==> src/rtl/axi_read_arbiter.sv <==
// Two-port AXI3 read arbiter: ICache (port 1) and DCache (port 0) share one AR/R channel pair.
// One burst in flight; DCache has priority unless the ICache has lost MAX_WAIT arbitrations.
module axi_read_arbiter #(
   parameter int unsigned MAX_WAIT = 8,
   parameter int unsigned ID_W     = 4
) (
   input  logic              aclk,
   input  logic              aresetn,
   input  logic [2*ID_W-1:0] s_arid,
   input  logic [63:0]       s_araddr,
   input  logic [15:0]       s_arlen,
   input  logic [5:0]        s_arsize,
   input  logic [3:0]        s_arburst,
   input  logic [1:0]        s_arvalid,
   output logic [1:0]        s_arready,
   output logic [ID_W-1:0]   s_rid,
   output logic [31:0]       s_rdata,
   output logic [1:0]        s_rresp,
   output logic              s_rlast,
   output logic [1:0]        s_rvalid,
   input  logic [1:0]        s_rready,
   output logic [ID_W-1:0]   m_axi_arid,
   output logic [31:0]       m_axi_araddr,
   output logic [3:0]        m_axi_arlen,
   output logic [2:0]        m_axi_arsize,
   output logic [1:0]        m_axi_arburst,
   output logic [1:0]        m_axi_arlock,
   output logic [3:0]        m_axi_arcache,
   output logic [2:0]        m_axi_arprot,
   output logic              m_axi_arvalid,
   input  logic              m_axi_arready,
   input  logic [ID_W-1:0]   m_axi_rid,
   input  logic [31:0]       m_axi_rdata,
   input  logic [1:0]        m_axi_rresp,
   input  logic              m_axi_rlast,
   input  logic              m_axi_rvalid,
   output logic              m_axi_rready,
   output logic              busy,
   output logic              owner,
   output logic              protocol_err
);

   localparam logic [7:0] LP_MAX_WAIT = 8'(MAX_WAIT);

   typedef enum logic [1:0] {IDLE, ADDR, DATA} state_t;

   state_t          r_state;
   logic [7:0]      r_starve;
   logic [3:0]      r_beats;
   logic            r_owner;
   logic            r_perr;
   logic [1:0]      r_arready;
   logic            r_arvalid;
   logic [ID_W-1:0] r_arid;
   logic [31:0]     r_araddr;
   logic [3:0]      r_arlen;
   logic [2:0]      r_arsize;
   logic [1:0]      r_arburst;

   logic            w_win;
   logic            w_grant;
   logic            w_beat;
   logic [ID_W-1:0] w_sel_id;
   logic [31:0]     w_sel_addr;
   logic [7:0]      w_sel_len;
   logic [2:0]      w_sel_size;
   logic [1:0]      w_sel_burst;

   assign w_win   = s_arvalid[1] & (~s_arvalid[0] | (r_starve >= LP_MAX_WAIT));
   assign w_grant = (r_state == IDLE) & (|s_arvalid);
   assign w_beat  = (r_state == DATA) & m_axi_rvalid & m_axi_rready;

   assign w_sel_id    = w_win ? s_arid[2*ID_W-1:ID_W] : s_arid[ID_W-1:0];
   assign w_sel_addr  = w_win ? s_araddr[63:32]       : s_araddr[31:0];
   assign w_sel_len   = w_win ? s_arlen[15:8]         : s_arlen[7:0];
   assign w_sel_size  = w_win ? s_arsize[5:3]         : s_arsize[2:0];
   assign w_sel_burst = w_win ? s_arburst[3:2]        : s_arburst[1:0];

   always_ff @(posedge aclk or negedge aresetn) begin
      if (!aresetn) begin
         r_state   <= IDLE;
         r_starve  <= '0;
         r_beats   <= '0;
         r_owner   <= 1'b0;
         r_perr    <= 1'b0;
         r_arready <= '0;
         r_arvalid <= 1'b0;
         r_arid    <= '0;
         r_araddr  <= '0;
         r_arlen   <= '0;
         r_arsize  <= '0;
         r_arburst <= '0;
      end else begin
         r_arready <= '0;
         case (r_state)
            IDLE: begin
               if (|s_arvalid) begin
                  r_arready <= w_win ? 2'b10 : 2'b01;
                  r_owner   <= w_win;
                  r_arid    <= w_sel_id;
                  r_araddr  <= w_sel_addr;
                  r_arlen   <= w_sel_len[3:0];
                  r_arsize  <= w_sel_size;
                  r_arburst <= w_sel_burst;
                  r_beats   <= w_sel_len[3:0];
                  r_arvalid <= 1'b1;
                  r_state   <= ADDR;
                  if (|w_sel_len[7:4]) r_perr <= 1'b1;
               end
            end
            ADDR: begin
               if (m_axi_arready) begin
                  r_arvalid <= 1'b0;
                  r_state   <= DATA;
               end
            end
            DATA: begin
               if (w_beat) begin
                  if (m_axi_rlast) begin
                     r_state <= IDLE;
                     if (r_beats != '0) r_perr <= 1'b1;
                  end else if (r_beats == '0) begin
                     r_perr <= 1'b1;
                  end else begin
                     r_beats <= r_beats - 4'd1;
                  end
               end
            end
            default: r_state <= IDLE;
         endcase

         // Counts lost arbitrations only, so a long dbus burst does not by itself force an ibus win.
         if (!s_arvalid[1] || (w_grant && w_win))
            r_starve <= '0;
         else if (w_grant && r_starve != 8'hFF)
            r_starve <= r_starve + 8'd1;
      end
   end

   assign s_arready     = r_arready;
   assign m_axi_arvalid = r_arvalid;
   assign m_axi_arid    = r_arid;
   assign m_axi_araddr  = r_araddr;
   assign m_axi_arlen   = r_arlen;
   assign m_axi_arsize  = r_arsize;
   assign m_axi_arburst = r_arburst;
   assign m_axi_arlock  = '0;
   assign m_axi_arcache = '0;
   assign m_axi_arprot  = '0;

   assign s_rid   = m_axi_rid;
   assign s_rdata = m_axi_rdata;
   assign s_rresp = m_axi_rresp;
   assign s_rlast = m_axi_rlast;

   assign s_rvalid     = (r_state != DATA) ? 2'b00 :
                         (r_owner ? {m_axi_rvalid, 1'b0} : {1'b0, m_axi_rvalid});
   assign m_axi_rready = (r_state == DATA) & s_rready[r_owner];

   assign busy         = (r_state != IDLE);
   assign owner        = r_owner;
   assign protocol_err = r_perr;

endmodule

==> config.mk <==
export PLATFORM = sky130hd
export DESIGN_NAME = axi_read_arbiter
export DESIGN_NICKNAME = d
export VERILOG_FILES = /design/src/rtl/axi_read_arbiter.sv
export SDC_FILE = /design/constraint.sdc
export NUM_CORES = 1
export LEC_CHECK = 0
export ABC_AREA = 1
export CAP_MARGIN = 20
export CORE_MARGIN = 3
export CORE_UTILIZATION = 25
export CTS_CLUSTER_DIAMETER = 120
export DETAILED_ROUTE_END_ITERATION = 10
export PLACE_DENSITY_LB_ADDON = 0.2
export SYNTH_ARGS = -nofsm -noshare
export SYNTH_HDL_FRONTEND = slang
export SYNTH_SLANG_ARGS = --single-unit
==> constraint.sdc <==
create_clock -name aclk -period 1.7 [get_ports aclk]
set_input_delay 0.255 -clock aclk [delete_from_list [all_inputs] [get_ports aclk]]
set_output_delay 0.255 -clock aclk [all_outputs]
set_load 0.005 [all_outputs]
==> results of run 1 <==
## logic make-up after synthesis
kind of cell / after synthesis / synth area share
and+or+nand+nor: 198 / 0.239
other: 1 / 0.00100
buffers and inverters: 98 / 0.165
xor gates and xnor gates: 1 / 0.00234
AOI/OAI and AO/OA: 81 / 0.155
adders and majority gates: 3 / 0.0100
DFF: 64 / 0.427
## power breakdown
group	switching, mW	internal, mW	leakage, nW
Combinational	1.84	2.19	1.49
Sequential	0.407	2.19	0.753
Clock	0.687	1.51	0.172
## cell usage after synthesis, drive strengths merged
cell type and n:
o21ai 2, nor2 60, nand2 67, ha 3, xnor2 1, o21bai 1
dfrtp 64, o31ai 1, a21oi 72, inv 26, clkinv 1, clkbuf 4
nor3 2, nand4 1, conb 1, nand3 68, a31oi 5, buf 67
## registers in the layout, indices dropped and copies added, names as in the netlist
register and flops:
s_arready 2, m_axi_arid 4, m_axi_arlen 4, m_axi_arsize 3, r_starve 8, r_state 2
m_axi_arburst 2, protocol_err 1, m_axi_arvalid 1, owner 1, r_beats 4, m_axi_araddr 32
## stage by stage
stage,hold slack (ns),total power [mW]
floorplan,-0.0406,4.61
global placement,0.250,6.66
detailed placement,0.254,6.71
CTS,0.463,8.99
global route,0.482,9.51
finish,0.432,8.82
## path summary, 6_finish.rpt
kind,from,to,slack (ns),cells past startpoint
setup / recovery,r_state[1],busy,0.08,4
hold / removal,aresetn,m_axi_araddr[10],0.43,2
setup reg to reg,r_state[1],m_axi_araddr[5],0.19,9
hold reg to reg,protocol_err,protocol_err,0.48,2
max in group asynchronous,aresetn,r_state[0],0.71,3
min in group aclk,protocol_err,protocol_err,0.48,2
## critical path: cells and delay by family, from the launching register on
family / cells / cell delay, ns
buf+inv: 3 / 0.51
flops: 1 / 0.40
simple gates: 1 / 0.13
## metal layers
metal	GRT usage	part of all wire	routed length, um
met1	0.171	0.43	4890
met5	0	0	0
met4	0.0574	0.018	198
met3	0.0428	0.083	934
met2	0.221	0.47	5260
## repair_timing
action	in CTS	in global routing
hold endpoints to repair	33	0
setup buffers	0	1
pin swaps	1	0
endpoints found under the setup margin	4	3
hold buffers	1	0
resized for setup	6	2
cloned	0	0
## area by class of cell
class                   instances  area, um2  share of cell area
clock inverters                 5        103              0.0178
repair buffers                190       1910               0.331
multi-input cells             292       1570               0.272
flip-flops and latches         64       1600               0.278
clock buffers                  11        253              0.0438
inverters                      27        104              0.0180
well taps                     184        230              0.0399
==> flow_summary.toml, run 1 <==
[timing]
setup_tns_ns = 0
hold_violations = 0
fin_worst_skew_ns = 0.00574
period_needed_ns = 1.62
setup_viol = 0
finalCritPeriodShare = 0.954
grt_setup_unrepaired = "false"
finalMaxSlewViolations = 0
fmax_mhz = 617
setup_ws_ns = 0.0785

[worst_setup_path]
crit_type = "register to output pin"
crit_chain = "buf_4, nor2_4, inv_2, dlygate4sd2_1"
crit_path_max_incr_delay_ns = 0.40
cp_slowest_cell = "dfrtp_1"
arrival_ns = 1.37
worstSetupEndpointType = "output pin"
worstSetupStartpointType = "register"
crit_fanout = 3
cp.required_ns = 1.44

[global_route]
first_global_vias = 3592
grt-ovfl-total = 0
grt_max_degree = 35
antenna_found_initial = 0
grt_pass1_wl_um = 18000
track_usage = 0.138

[synthesis]
syn_area_per_cell_um2 = 8.40
synthCells = 446
syn_area_um2 = 3750
ys_ff_latch = 64
ys_top_cells_by_area = "dfrtp_1 43%, buf_4 10%, a21oi_2 9.6%, nand3_1 8.9%, nand2_1 6.6%"
synth_top_area_share = 0.427
synth_cell_types = 30
yosys.area.top_type = "dfrtp_1"
ys_seq_area_frac = 0.427
yosysWarnings = 0

[layout]
area_growth_pct = 53.9
nFillCells = 1473
utilization = 0.395
drive_above_1_share = 0.182
mostFrequentLayoutCells = "155 x clkdlybuf4s50_1, 67 x nand3_1, 66 x nand2_1"
final_nets = 732
final_cell_area_um2 = 5770
antenna_cells = 0
fin_cells = 773
layout_commonest_cell = "clkdlybuf4s50_1"

[status]
status = "finished, final reports clean"

[detailed_routing]
wl_per_cell_um = 14.6
dr.pass1.iters = 4
drc = 0
avgViaCountPerCell = 4.40
routed_wl_um = 11300
dr_total_vias = 3403
drt_iter0_drc = 86
postRouteAntennaNets = 0

[floorplan]
dieArea_um2 = 16500
num_rows = 44
start_util = 0.257
die_x_um = 128
die_h_um = 128
fp.coreArea_um2 = 14600
io_pins = 247

[power]
power.density_nw_per_um2 = 1530
leakage_nw = 2.42
peakVddDrop_uv = 577

[clocking]
cts_tree = "yes"
h-tree-depth = 3
cts_buffers = 9
clock_path_buffers = 2
clkTransAtPathRegs_ns = 0.05
clock_latency_ns = 0.33
cts_root_buffer = "clkbuf_16"
clock-sinks = 64

[worst_hold_path]
hold_class = "input pin to async pin"

[placement]
dpl_worst_slack_ns = -0.0821
io_buffers = 161
dpl-instance-area_um2 = 5390
dp_hpwl_um = 8540
routabilityCongestion = 0.778
dp_cells = 755

[run]
drv_cap = 0
Note: power is estimated with default switching activity, not from simulation.
==> run 2: changes to the inputs <==
==> constraint.sdc (replaced) <==
create_clock -name aclk -period 1.7 [get_ports aclk]
set_input_delay 0.17 -clock aclk [delete_from_list [all_inputs] [get_ports aclk]]
set_output_delay 0.17 -clock aclk [all_outputs]
set_load 0.005 [all_outputs]
==> flow_summary.toml, run 2 (synthesized netlist as in run 1, its figures left out) <==
[power]
swShare = 0.339
p_comb_frac = 0.463
p_int_mw = 5.68
peakVddDrop_uv = 721
p_switching_mw = 2.92
clock_power_share = 0.234
seqPwrFrac = 0.302
power.density_nw_per_um2 = 1510
leakage_nw = 2.40

[worst_setup_path]
worstSetupEndpointType = "output pin"
startpoint = "r_state[0]"
r2r_start = "r_state[1]"
crit_fanout = 4
worstSetupStartpointType = "register"
arrival_ns = 1.38
cp.required_ns = 1.53
crit_type = "register to output pin"

[detailed_routing]
postRouteAntennaNets = 0
drt_iter0_drc = 95
wl_per_cell_um = 14.9
routed_wl_um = 11500
avgViaCountPerCell = 4.41
dr.pass1.iters = 4
dr_total_vias = 3402
drc = 0

[global_route]
grt_max_degree = 33
first_global_vias = 3660
track_usage = 0.139
grt_pass1_wl_um = 18100
antenna_found_initial = 0
grt-ovfl-total = 0

[clocking]
clock_path_buffers = 2
clock-sinks = 64
cts_tree = "yes"
cts_buffers = 9
clock_latency_ns = 0.34
h-tree-depth = 3
clkTransAtPathRegs_ns = 0.05
cts_root_buffer = "clkbuf_16"

[placement]
dp_hpwl_um = 8750
io_buffers = 161
dpl_worst_slack_ns = 0.0519
routabilityCongestion = 0.786

[layout]
seq_area_um2 = 1600
largest_register_ffs = 32
antenna_cells = 0
final_nets = 732
multiInputGateArea_um2 = 1560
area_growth_pct = 52.2
layout_commonest_cell = "clkdlybuf4s50_1"
drive_above_1_share = 0.177
nFillCells = 1505
mostFrequentLayoutCells = "155 x clkdlybuf4s50_1, 67 x nand3_1, 66 x nand2_1"
utilization = 0.391

[floorplan]
die_h_um = 128
dieArea_um2 = 16500
io_pins = 247
start_util = 0.257
fp.coreArea_um2 = 14600
die_x_um = 128
num_rows = 44

[timing]
finalCritPeriodShare = 0.914
grt_setup_unrepaired = "false"
period_needed_ns = 1.55
finalMaxSlewViolations = 0
fmax_mhz = 644
setup_ws_ns = 0.147
setup_tns_ns = 0
hold_violations = 0
setup_viol = 0
fin_worst_skew_ns = 0.00989

[status]
status = "finished, final reports clean"

[worst_hold_path]
hold_start = "m_axi_rdata[12]"
hold_class = "input pin to output pin"

[run]
drv_cap = 0
[run 2: what timing repair did]
action,in CTS,in global routing
buffers inserted,2,0
endpoints found under the setup margin,4,0
hold buffers,1,0
hold endpoints to repair,29,0
resized for setup,6,0
[run 2: cell type report]
class,instances,share of cell area
repair buffers,190,0.330
flip-flops and latches,64,0.281
multi-input cells,292,0.274
clock buffers,12,0.0450
well taps,184,0.0404
inverters,27,0.0182
clock inverters,3,0.0114
[run 2: worst paths after layout]
check	end	slack, ns	cells past startpoint
max	s_rvalid[1]	0.15	4
min	s_rdata[12]	0.34	0
max reg2reg	r_starve[1]	0.22	10
min reg2reg	protocol_err	0.47	2
max in group asynchronous	m_axi_araddr[10]	0.74	3
min in group asynchronous	m_axi_araddr[7]	0.35	2
[run 2: critical path, stage by stage (launching register included)]
cell and delay (ns):
dfrtp_2 0.44, nor2_4 0.14, inv_2 0.07, nor3_1 0.14, dlygate4sd2_1 0.26
[run 2: through the flow]
step,std cells,cell area [um2],hold slack (ns),total power [mW]
after floorplan,454,3780,-0.126,4.61
after global placement,754,5350,0.159,6.58
after detailed placement,754,5350,0.163,6.63
after CTS,772,5700,0.340,8.74
after global routing,772,5700,0.340,9.27
final,772,5700,0.340,8.59
[run 2: routing by layer]
| metal | routed length (um) | global-route usage | vias up | part of all wire |
|---|---|---|---|---|
| met5 | 0 | 0 | - | 0 |
| met4 | 160 | 0.0512 | 0 | 0.014 |
| met3 | 1030 | 0.0552 | 22 | 0.090 |
| met2 | 5350 | 0.227 | 128 | 0.47 |
| met1 | 4930 | 0.166 | 1570 | 0.43 |
| li1 | - | - | 1682 | - |
[run 2: power by group through the flow]
stage / Clock [mW] / Sequential, mW / Combinational [mW]
after floorplan: 0 / 2.62 / 1.99
after global placement: 0 / 2.63 / 3.95
after detailed placement: 0 / 2.62 / 4.01
after CTS: 2.08 / 2.60 / 4.06
after global routing: 2.14 / 2.69 / 4.45
final: 2.01 / 2.60 / 3.98
